`src/rtl/decode_stage.sv`:
```
// ---------------------------------------------------------------------------
// decode_stage
//
// Second pipeline stage of the brisc core. Holds the IF/ID pipeline
// register, decodes the supported instruction subset, owns the 32-entry
// architectural register file and reads both source operands from it.
//
// Ports:
//   clk            rising-edge clock
//   reset          asynchronous, active-low reset
//   stall_decode   hold IF/ID contents
//   flush_decode   replace IF/ID contents with a bubble (wins over stall)
//   valid_in       fetch presents a valid instruction
//   instr_in       instruction from fetch
//   pc_in          PC of instr_in
//   wb_en/wb_rd/wb_data   register-file write port from the last stage
//   valid_out      decoded instruction valid
//   pc_out         PC of decoded instruction
//   rs1/rs2/rd     register indices (rd is meaningful only with reg_write)
//   rs1_data/rs2_data     operand values
//   imm            sign-extended immediate
//   alu_op         0=ADD, 1=SUB, 2=MUL
//   alu_src_imm    operand B is imm
//   reg_write, mem_read, mem_write, mem_byte, is_branch, is_jump  control
//   illegal        valid instruction with unsupported encoding
//
// Build option:
//   BRISC_RF_BYPASS_EN  when defined, a same-cycle write-back to rs1/rs2 is
//                       forwarded combinationally onto rs1_data/rs2_data.
//                       When undefined, reads return the stored value only.
//
// Valid semantics: valid_in qualifies instr_in/pc_in in the cycle they are
// captured; valid_out qualifies every decoded output. While valid_out is 0
// all control outputs are driven to 0, so downstream stages may consume
// them without further qualification. There is no ready: back-pressure is
// applied by the hazard logic through stall_decode.
// ---------------------------------------------------------------------------
module decode_stage #(
    parameter int               XLEN     = 32,
    parameter int               NUM_REGS = 32,
    parameter logic [XLEN-1:0]  PC_BOOT  = 32'h0000_1000
) (
    input  logic              clk,
    input  logic              reset,
    input  logic              stall_decode,
    input  logic              flush_decode,
    input  logic              valid_in,
    input  logic [31:0]       instr_in,
    input  logic [XLEN-1:0]   pc_in,
    input  logic              wb_en,
    input  logic [4:0]        wb_rd,
    input  logic [XLEN-1:0]   wb_data,
    output logic              valid_out,
    output logic [XLEN-1:0]   pc_out,
    output logic [4:0]        rs1,
    output logic [4:0]        rs2,
    output logic [4:0]        rd,
    output logic [XLEN-1:0]   rs1_data,
    output logic [XLEN-1:0]   rs2_data,
    output logic [XLEN-1:0]   imm,
    output logic [1:0]        alu_op,
    output logic              alu_src_imm,
    output logic              reg_write,
    output logic              mem_read,
    output logic              mem_write,
    output logic              mem_byte,
    output logic              is_branch,
    output logic              is_jump,
    output logic              illegal
);

    localparam logic [31:0] INSTR_NOP = 32'h0000_0013;  // addi x0,x0,0

    localparam logic [6:0] OP_R      = 7'b0110011;
    localparam logic [6:0] OP_IMM    = 7'b0010011;
    localparam logic [6:0] OP_LOAD   = 7'b0000011;
    localparam logic [6:0] OP_STORE  = 7'b0100011;
    localparam logic [6:0] OP_BRANCH = 7'b1100011;
    localparam logic [6:0] OP_JAL    = 7'b1101111;

    localparam logic [1:0] ALU_ADD = 2'd0;
    localparam logic [1:0] ALU_SUB = 2'd1;
    localparam logic [1:0] ALU_MUL = 2'd2;

    // -----------------------------------------------------------------------
    // IF/ID pipeline register
    // -----------------------------------------------------------------------
    logic              valid_q, valid_d;
    logic [31:0]       instr_q, instr_d;
    logic [XLEN-1:0]   pc_q,    pc_d;

    always_comb begin
        valid_d = valid_q;
        instr_d = instr_q;
        pc_d    = pc_q;
        if (flush_decode) begin
            // Bubble keeps the old PC; only the instruction is squashed.
            valid_d = 1'b0;
            instr_d = INSTR_NOP;
        end else if (!stall_decode) begin
            valid_d = valid_in;
            instr_d = instr_in;
            pc_d    = pc_in;
        end
    end

    always_ff @(posedge clk or negedge reset) begin
        if (!reset) begin
            valid_q <= 1'b0;
            instr_q <= INSTR_NOP;
            pc_q    <= PC_BOOT;
        end else begin
            valid_q <= valid_d;
            instr_q <= instr_d;
            pc_q    <= pc_d;
        end
    end

    // -----------------------------------------------------------------------
    // Register file. Entry 0 is forced to zero so x0 reads need no special
    // case; writes are independent of stall/flush.
    // -----------------------------------------------------------------------
    logic [XLEN-1:0] rf_q [NUM_REGS];
    logic [XLEN-1:0] rf_d [NUM_REGS];

    always_comb begin
        rf_d = rf_q;
        if (wb_en && (wb_rd != 5'd0)) begin
            rf_d[wb_rd] = wb_data;
        end
        rf_d[0] = '0;
    end

    always_ff @(posedge clk or negedge reset) begin
        if (!reset) begin
            for (int i = 0; i < NUM_REGS; i++) begin
                rf_q[i] <= '0;
            end
        end else begin
            rf_q <= rf_d;
        end
    end

    // -----------------------------------------------------------------------
    // Field extraction and operand read
    // -----------------------------------------------------------------------
    logic [6:0] opcode;
    logic [2:0] funct3;
    logic [6:0] funct7;

    assign opcode = instr_q[6:0];
    assign funct3 = instr_q[14:12];
    assign funct7 = instr_q[31:25];
    assign rs1    = instr_q[19:15];
    assign rs2    = instr_q[24:20];
    assign rd     = instr_q[11:7];
    assign pc_out = pc_q;

    always_comb begin
        rs1_data = rf_q[rs1];
        rs2_data = rf_q[rs2];
`ifdef BRISC_RF_BYPASS_EN
        if (wb_en && (wb_rd != 5'd0) && (wb_rd == rs1)) begin
            rs1_data = wb_data;
        end
        if (wb_en && (wb_rd != 5'd0) && (wb_rd == rs2)) begin
            rs2_data = wb_data;
        end
`endif
    end

    // -----------------------------------------------------------------------
    // Decode
    // -----------------------------------------------------------------------
    logic [XLEN-1:0] imm_i, imm_s, imm_b, imm_j;

    assign imm_i = {{(XLEN-12){instr_q[31]}}, instr_q[31:20]};
    assign imm_s = {{(XLEN-12){instr_q[31]}}, instr_q[31:25], instr_q[11:7]};
    assign imm_b = {{(XLEN-13){instr_q[31]}}, instr_q[31], instr_q[7],
                    instr_q[30:25], instr_q[11:8], 1'b0};
    assign imm_j = {{(XLEN-21){instr_q[31]}}, instr_q[31], instr_q[19:12],
                    instr_q[20], instr_q[30:21], 1'b0};

    logic [XLEN-1:0] dec_imm;
    logic [1:0]      dec_alu_op;
    logic            dec_src_imm, dec_reg_write, dec_mem_read, dec_mem_write;
    logic            dec_mem_byte, dec_is_branch, dec_is_jump, dec_illegal;

    always_comb begin
        dec_imm       = '0;
        dec_alu_op    = ALU_ADD;
        dec_src_imm   = 1'b0;
        dec_reg_write = 1'b0;
        dec_mem_read  = 1'b0;
        dec_mem_write = 1'b0;
        dec_mem_byte  = 1'b0;
        dec_is_branch = 1'b0;
        dec_is_jump   = 1'b0;
        dec_illegal   = 1'b0;
        case (opcode)
            OP_R: begin
                if (funct3 == 3'b000 && funct7 == 7'b0000000) begin
                    dec_reg_write = 1'b1;
                end else if (funct3 == 3'b000 && funct7 == 7'b0100000) begin
                    dec_alu_op    = ALU_SUB;
                    dec_reg_write = 1'b1;
                end else if (funct3 == 3'b000 && funct7 == 7'b0000001) begin
                    dec_alu_op    = ALU_MUL;
                    dec_reg_write = 1'b1;
                end else begin
                    dec_illegal = 1'b1;
                end
            end
            OP_IMM: begin
                if (funct3 == 3'b000) begin
                    dec_imm       = imm_i;
                    dec_src_imm   = 1'b1;
                    dec_reg_write = 1'b1;
                end else begin
                    dec_illegal = 1'b1;
                end
            end
            OP_LOAD: begin
                if (funct3 == 3'b000 || funct3 == 3'b010) begin
                    dec_imm       = imm_i;
                    dec_src_imm   = 1'b1;
                    dec_reg_write = 1'b1;
                    dec_mem_read  = 1'b1;
                    dec_mem_byte  = (funct3 == 3'b000);
                end else begin
                    dec_illegal = 1'b1;
                end
            end
            OP_STORE: begin
                if (funct3 == 3'b000 || funct3 == 3'b010) begin
                    dec_imm       = imm_s;
                    dec_src_imm   = 1'b1;
                    dec_mem_write = 1'b1;
                    dec_mem_byte  = (funct3 == 3'b000);
                end else begin
                    dec_illegal = 1'b1;
                end
            end
            OP_BRANCH: begin
                if (funct3 == 3'b000) begin
                    // BEQ compares by subtraction in execute.
                    dec_imm       = imm_b;
                    dec_alu_op    = ALU_SUB;
                    dec_is_branch = 1'b1;
                end else begin
                    dec_illegal = 1'b1;
                end
            end
            OP_JAL: begin
                dec_imm       = imm_j;
                dec_is_jump   = 1'b1;
                dec_reg_write = 1'b1;
            end
            default: begin
                dec_illegal = 1'b1;
            end
        endcase
    end

    // A bubble must never look like a real instruction to execute.
    assign valid_out   = valid_q;
    assign imm         = dec_imm;
    assign alu_op      = valid_q ? dec_alu_op : ALU_ADD;
    assign alu_src_imm = valid_q & dec_src_imm;
    assign reg_write   = valid_q & dec_reg_write;
    assign mem_read    = valid_q & dec_mem_read;
    assign mem_write   = valid_q & dec_mem_write;
    assign mem_byte    = valid_q & dec_mem_byte;
    assign is_branch   = valid_q & dec_is_branch;
    assign is_jump     = valid_q & dec_is_jump;
    assign illegal     = valid_q & dec_illegal;

endmodule

```
`config.mk`:
```
export PLATFORM = sky130hd
export DESIGN_NAME = decode_stage
export DESIGN_NICKNAME = d
export VERILOG_FILES = /design/src/rtl/decode_stage.sv
export SDC_FILE = /design/constraint.sdc
export NUM_CORES = 2
export LEC_CHECK = 0
export BUFFER_PORTS_ARGS = -buffer_cell sky130_fd_sc_hd__buf_2
export CORE_MARGIN = 2
export CORE_UTILIZATION = 25
export DETAILED_ROUTE_END_ITERATION = 6
export SLEW_MARGIN = 40
export SYNTH_ARGS = -nofsm -noshare
export SYNTH_HDL_FRONTEND = slang
export SYNTH_SLANG_ARGS = --single-unit
```
`constraint.sdc`:
```
create_clock -name clk -period 2.3 [get_ports clk]
set_input_delay 0.23 -clock clk [delete_from_list [all_inputs] [get_ports clk]]
set_output_delay 0.23 -clock clk [all_outputs]
set_load 0.005 [all_outputs]
```
==> results.toml <==
[status]
status = "finished, violations left"
failed_checks = "negative setup slack"

[clock_tree]
cts_made_buffers = 109
ctsHtreeMaxLevel = 3
cts_tree = "built"
clock-sinks = 1057
cts_root_buf = "sky130_fd_sc_hd__clkbuf_16"
cts_buffer_depth = 3
clock_latency_ns = 0.74
clk_transition_reported_paths_ns = 0.07

[setup_path]
critical-path-top-cell-by-count = "sky130_fd_sc_hd__buf_12"
r2r_cells = 4
worst_ep_arrival_time_ns = 3.14
end_kind = "output port"
worstPathRequired_ns = 2.07
setup.reg_to_reg.worst_slack_ns = 0.34
r2r-start = "instr_q[31]$_DFFE_PN0P_"
max_stage_delay_ns = 0.51
criticalPathCategory = "flip-flop to output port"
timing.critical_path.fanout_max = 5
timing.critical_path.slowest_stage_cell = "sky130_fd_sc_hd__dfrtp_4"
critical_path.reg2reg.endpoint = "instr_q[31]$_DFFE_PN0P_"
crit_chain = "buf_12 -> buf_8 -> buf_12 -> buf_12 -> mux4_2 -> a22o_1 -> o21ai_2 -> o31ai_4 -> buf_6"
setup.worst_path.start_class = "flip-flop"

[die]
row_count = 174
initial_utilization_pct = 25.1
floorplan.die_area_sq_mm = 0.229
ios = 261
dieHeight_um = 479
core_area_sq_mm = 0.225
die_x_um = 479

[cells_and_area]
n_fill_cell = 21914
register_area_sq_mm = 0.0265
design_area_sq_mm = 0.0729
final_cells = 7564
multi_input_comb_area_sq_mm = 0.0295
area_growth_syn_to_layout_pct = 29.3
nNetsFinal = 4576
final_layout_size_suffix_gt1_share_pct = 58.7

[place]
dpl.hpwl_mm = 123
placement_stage_cell_area_sq_mm = 0.0645
gp_routability_congestion = 0.859
placement.setup.worst_slack_ns = -0.622
portBuffers = 260
numPlacedInstances = 7153

[route]
detailedRoute.firstPassIterationCount = 6
detail_route.wl_per_cell_um = 26.1
via_per_inst = 5.21
drt_iter0_markers = 3303
drc_markers = 0
drt.antenna.violating_nets = 0
vias = 39431
detail_route.wirelength_mm = 198

[timing]
timing.final.ws_setup_ns = -1.07
min_period_over_period_pct = 147
hold_viol_final = 0
max_freq_mhz = 296
rsz0062_at_grt = "true"
tightestPinTransition_ns = 0.738
timing.final.crit_period_ns = 3.37
timing.final.max_slew_violations = 0
fin_skew_ns = 0
finalSetupTns_ns = -73.73
setup_viol = 105
slew_headroom_pct = 50.8

[synth]
synth.yosys.seq_area_share_pct = 46.9
synth_edf_count = 0
synth_ff_type = "sky130_fd_sc_hd__dfrtp_1"
synthesis.yosys.warnings = 0
post_synth.cell_area_avg_sq_um = 14.4
count_of_mapped_cells_out_of_synthesis = 3918
mappedNetlistArea_sq_mm = 0.0564
async_reset_ff_share_pct = 100
syn_nets = 4025
yosysUniqueCellTypes = 49
postSynthRegisterBits = 1057

[global_routing]
grt_pass1_wl_mm = 290
antenna_found_initial = 18
overflow = 0
vias_in_the_first_global_route = 41387
globalRouteTotalUtil_pct = 16.8
grt_max_degree = 78

[job]
max-cap-violations = 0

[power_and_ir_drop]
ir_drop_mv = 0.628
leakage_nw = 30.6
totalPowerFinal_w = 0.0573
p_per_area_mw_per_mm2 = 785

[min_path]
timing.hold.worst.class = "primary input to async pin"
==> stage by stage <==
| step | hold WS [ns] | utilization [%] |
|---|---|---|
| floorplan | -0.0656 | - |
| global placement | 0.188 | 28.7 |
| detailed placement | 0.186 | 28.7 |
| CTS | 0.00896 | 31.9 |
| global route | 0.0550 | 32.5 |
| finish | 0.0258 | 32.5 |
==> where the power goes <==
group / switching [W] / internal (W) / total, W
logic: 0.00524 / 0.00775 / 0.0130
clock network: 0.00803 / 0.0113 / 0.0193
registers: 0.00280 / 0.0222 / 0.0250
==> cell families (layout without fill, tap and decap cells) <==
| group | after synthesis | in the layout | share of synthesized area [%] |
|---|---|---|---|
| AOI/OAI and AO/OA | 478 | 478 | 6.36 |
| buffers and inverters | 447 | 1092 | 3.84 |
| DFF | 1057 | 1057 | 46.9 |
| muxes | 1665 | 1665 | 40.5 |
| other | 0 | 8 | 0 |
| and+or+nand+nor | 271 | 272 | 2.44 |
==> synth_stat cells (2+ instances only) <==
master	n	area share [%]
sky130_fd_sc_hd__a211o_1	4	0.062
sky130_fd_sc_hd__a211oi_1	65	0.86
sky130_fd_sc_hd__a21o_1	8	0.11
sky130_fd_sc_hd__a21oi_1	3	0.027
sky130_fd_sc_hd__a22o_1	195	3.0
sky130_fd_sc_hd__a22oi_1	2	0.027
sky130_fd_sc_hd__and2_1	34	0.38
sky130_fd_sc_hd__and3_1	38	0.42
sky130_fd_sc_hd__buf_1	62	0.41
sky130_fd_sc_hd__buf_2	90	0.80
sky130_fd_sc_hd__buf_4	62	0.83
sky130_fd_sc_hd__buf_6	16	0.32
sky130_fd_sc_hd__buf_8	2	0.053
sky130_fd_sc_hd__clkbuf_1	210	1.4
sky130_fd_sc_hd__dfrtp_1	1053	47
sky130_fd_sc_hd__dfstp_2	4	0.19
sky130_fd_sc_hd__inv_1	4	0.027
sky130_fd_sc_hd__mux2_1	28	0.56
sky130_fd_sc_hd__mux2_2	1060	21
sky130_fd_sc_hd__mux2i_1	193	3.4
sky130_fd_sc_hd__mux4_2	384	15
sky130_fd_sc_hd__nand2_1	87	0.58
sky130_fd_sc_hd__nand2b_1	3	0.033
sky130_fd_sc_hd__nand3_1	5	0.044
sky130_fd_sc_hd__nand3b_1	5	0.067
sky130_fd_sc_hd__nor2_1	54	0.36
sky130_fd_sc_hd__nor2_4	4	0.080
sky130_fd_sc_hd__nor2b_1	18	0.20
sky130_fd_sc_hd__nor3_1	7	0.062
sky130_fd_sc_hd__nor3b_1	5	0.067
sky130_fd_sc_hd__nor4_1	2	0.022
sky130_fd_sc_hd__o21ai_0	4	0.035
sky130_fd_sc_hd__o21ai_1	63	0.56
sky130_fd_sc_hd__o22ai_1	65	0.72
sky130_fd_sc_hd__o31ai_1	64	0.85
sky130_fd_sc_hd__or2_2	2	0.022
==> metal layers <==
metal	global-route usage [%]	wire (um)
met1	20.0	76900
met4	9.14	11100
met5	0	78
met2	28.9	98800
met3	2.66	10700
==> critical path, delay by kind of cell (launching register included) <==
family / cells / cell delay, ns
flip-flops: 1 / 0.51
multiplexers: 1 / 0.40
AO/OA/AOI/OAI: 3 / 0.72
buffers and inverters: 5 / 0.73
==> what timing repair did <==
action | in CTS | in global routing
setup buffers | 58 | 53
gates resized for setup | 282 | 158
pin swaps | 109 | 133
cloned | 19 | 10
setup endpoints to repair | 108 | 107
hold endpoints to repair | 646 | 0
hold buffers | 88 | 0
==> layout make-up <==
type / instances / share of cell area [%]
antenna: 8 / 0.0275
timing repair buffer: 881 / 12.7
multi-input combinational: 2415 / 40.4
clock buffer: 164 / 4.48
inverter: 5 / 0.0275
sequential: 1057 / 36.3
tap: 2992 / 5.13
clock inverter: 42 / 0.866
==> layout by cell type, fill, tap and decap left out, types with 27 or more instances in the layout <==
cell                            instances
sky130_fd_sc_hd__buf_4                269
sky130_fd_sc_hd__clkbuf_16            121
sky130_fd_sc_hd__mux2_1                28
sky130_fd_sc_hd__buf_6                 79
sky130_fd_sc_hd__mux2i_1              188
sky130_fd_sc_hd__nor2_1                36
sky130_fd_sc_hd__clkbuf_8              29
sky130_fd_sc_hd__dlygate4sd3_1         88
sky130_fd_sc_hd__a22o_1               194
sky130_fd_sc_hd__mux4_2               384
sky130_fd_sc_hd__o31ai_4               47
sky130_fd_sc_hd__nand2_1               68
sky130_fd_sc_hd__buf_12               162
sky130_fd_sc_hd__o21ai_1               29
sky130_fd_sc_hd__o21ai_2               27
sky130_fd_sc_hd__o22ai_1               63
sky130_fd_sc_hd__mux2_2              1060
sky130_fd_sc_hd__dfrtp_1             1040
sky130_fd_sc_hd__a211oi_2              39
sky130_fd_sc_hd__buf_2                237
==> worst max-delay path by stage <==
| stage | from | to |
|---|---|---|
| after floorplan | instr_q[12]$_DFFE_PN0P_ | imm[21] |
| after global placement | instr_q[20]$_DFFE_PN0P_ | rs2_data[10] |
| after detailed placement | instr_q[20]$_DFFE_PN0P_ | rs2_data[6] |
| after CTS | instr_q[20]$_DFFE_PN0P_ | rs2_data[2] |
| after global routing | instr_q[20]$_DFFE_PN0P_ | rs2_data[2] |
| final | instr_q[20]$_DFFE_PN0P_ | rs2_data[2] |
==> registers in the layout, summed over array words and instances (netlist names) <==
signal and cells:
valid_out 1, instr_q 32, pc_out 32, rf_q 992
(Power assumes the default switching activity.)
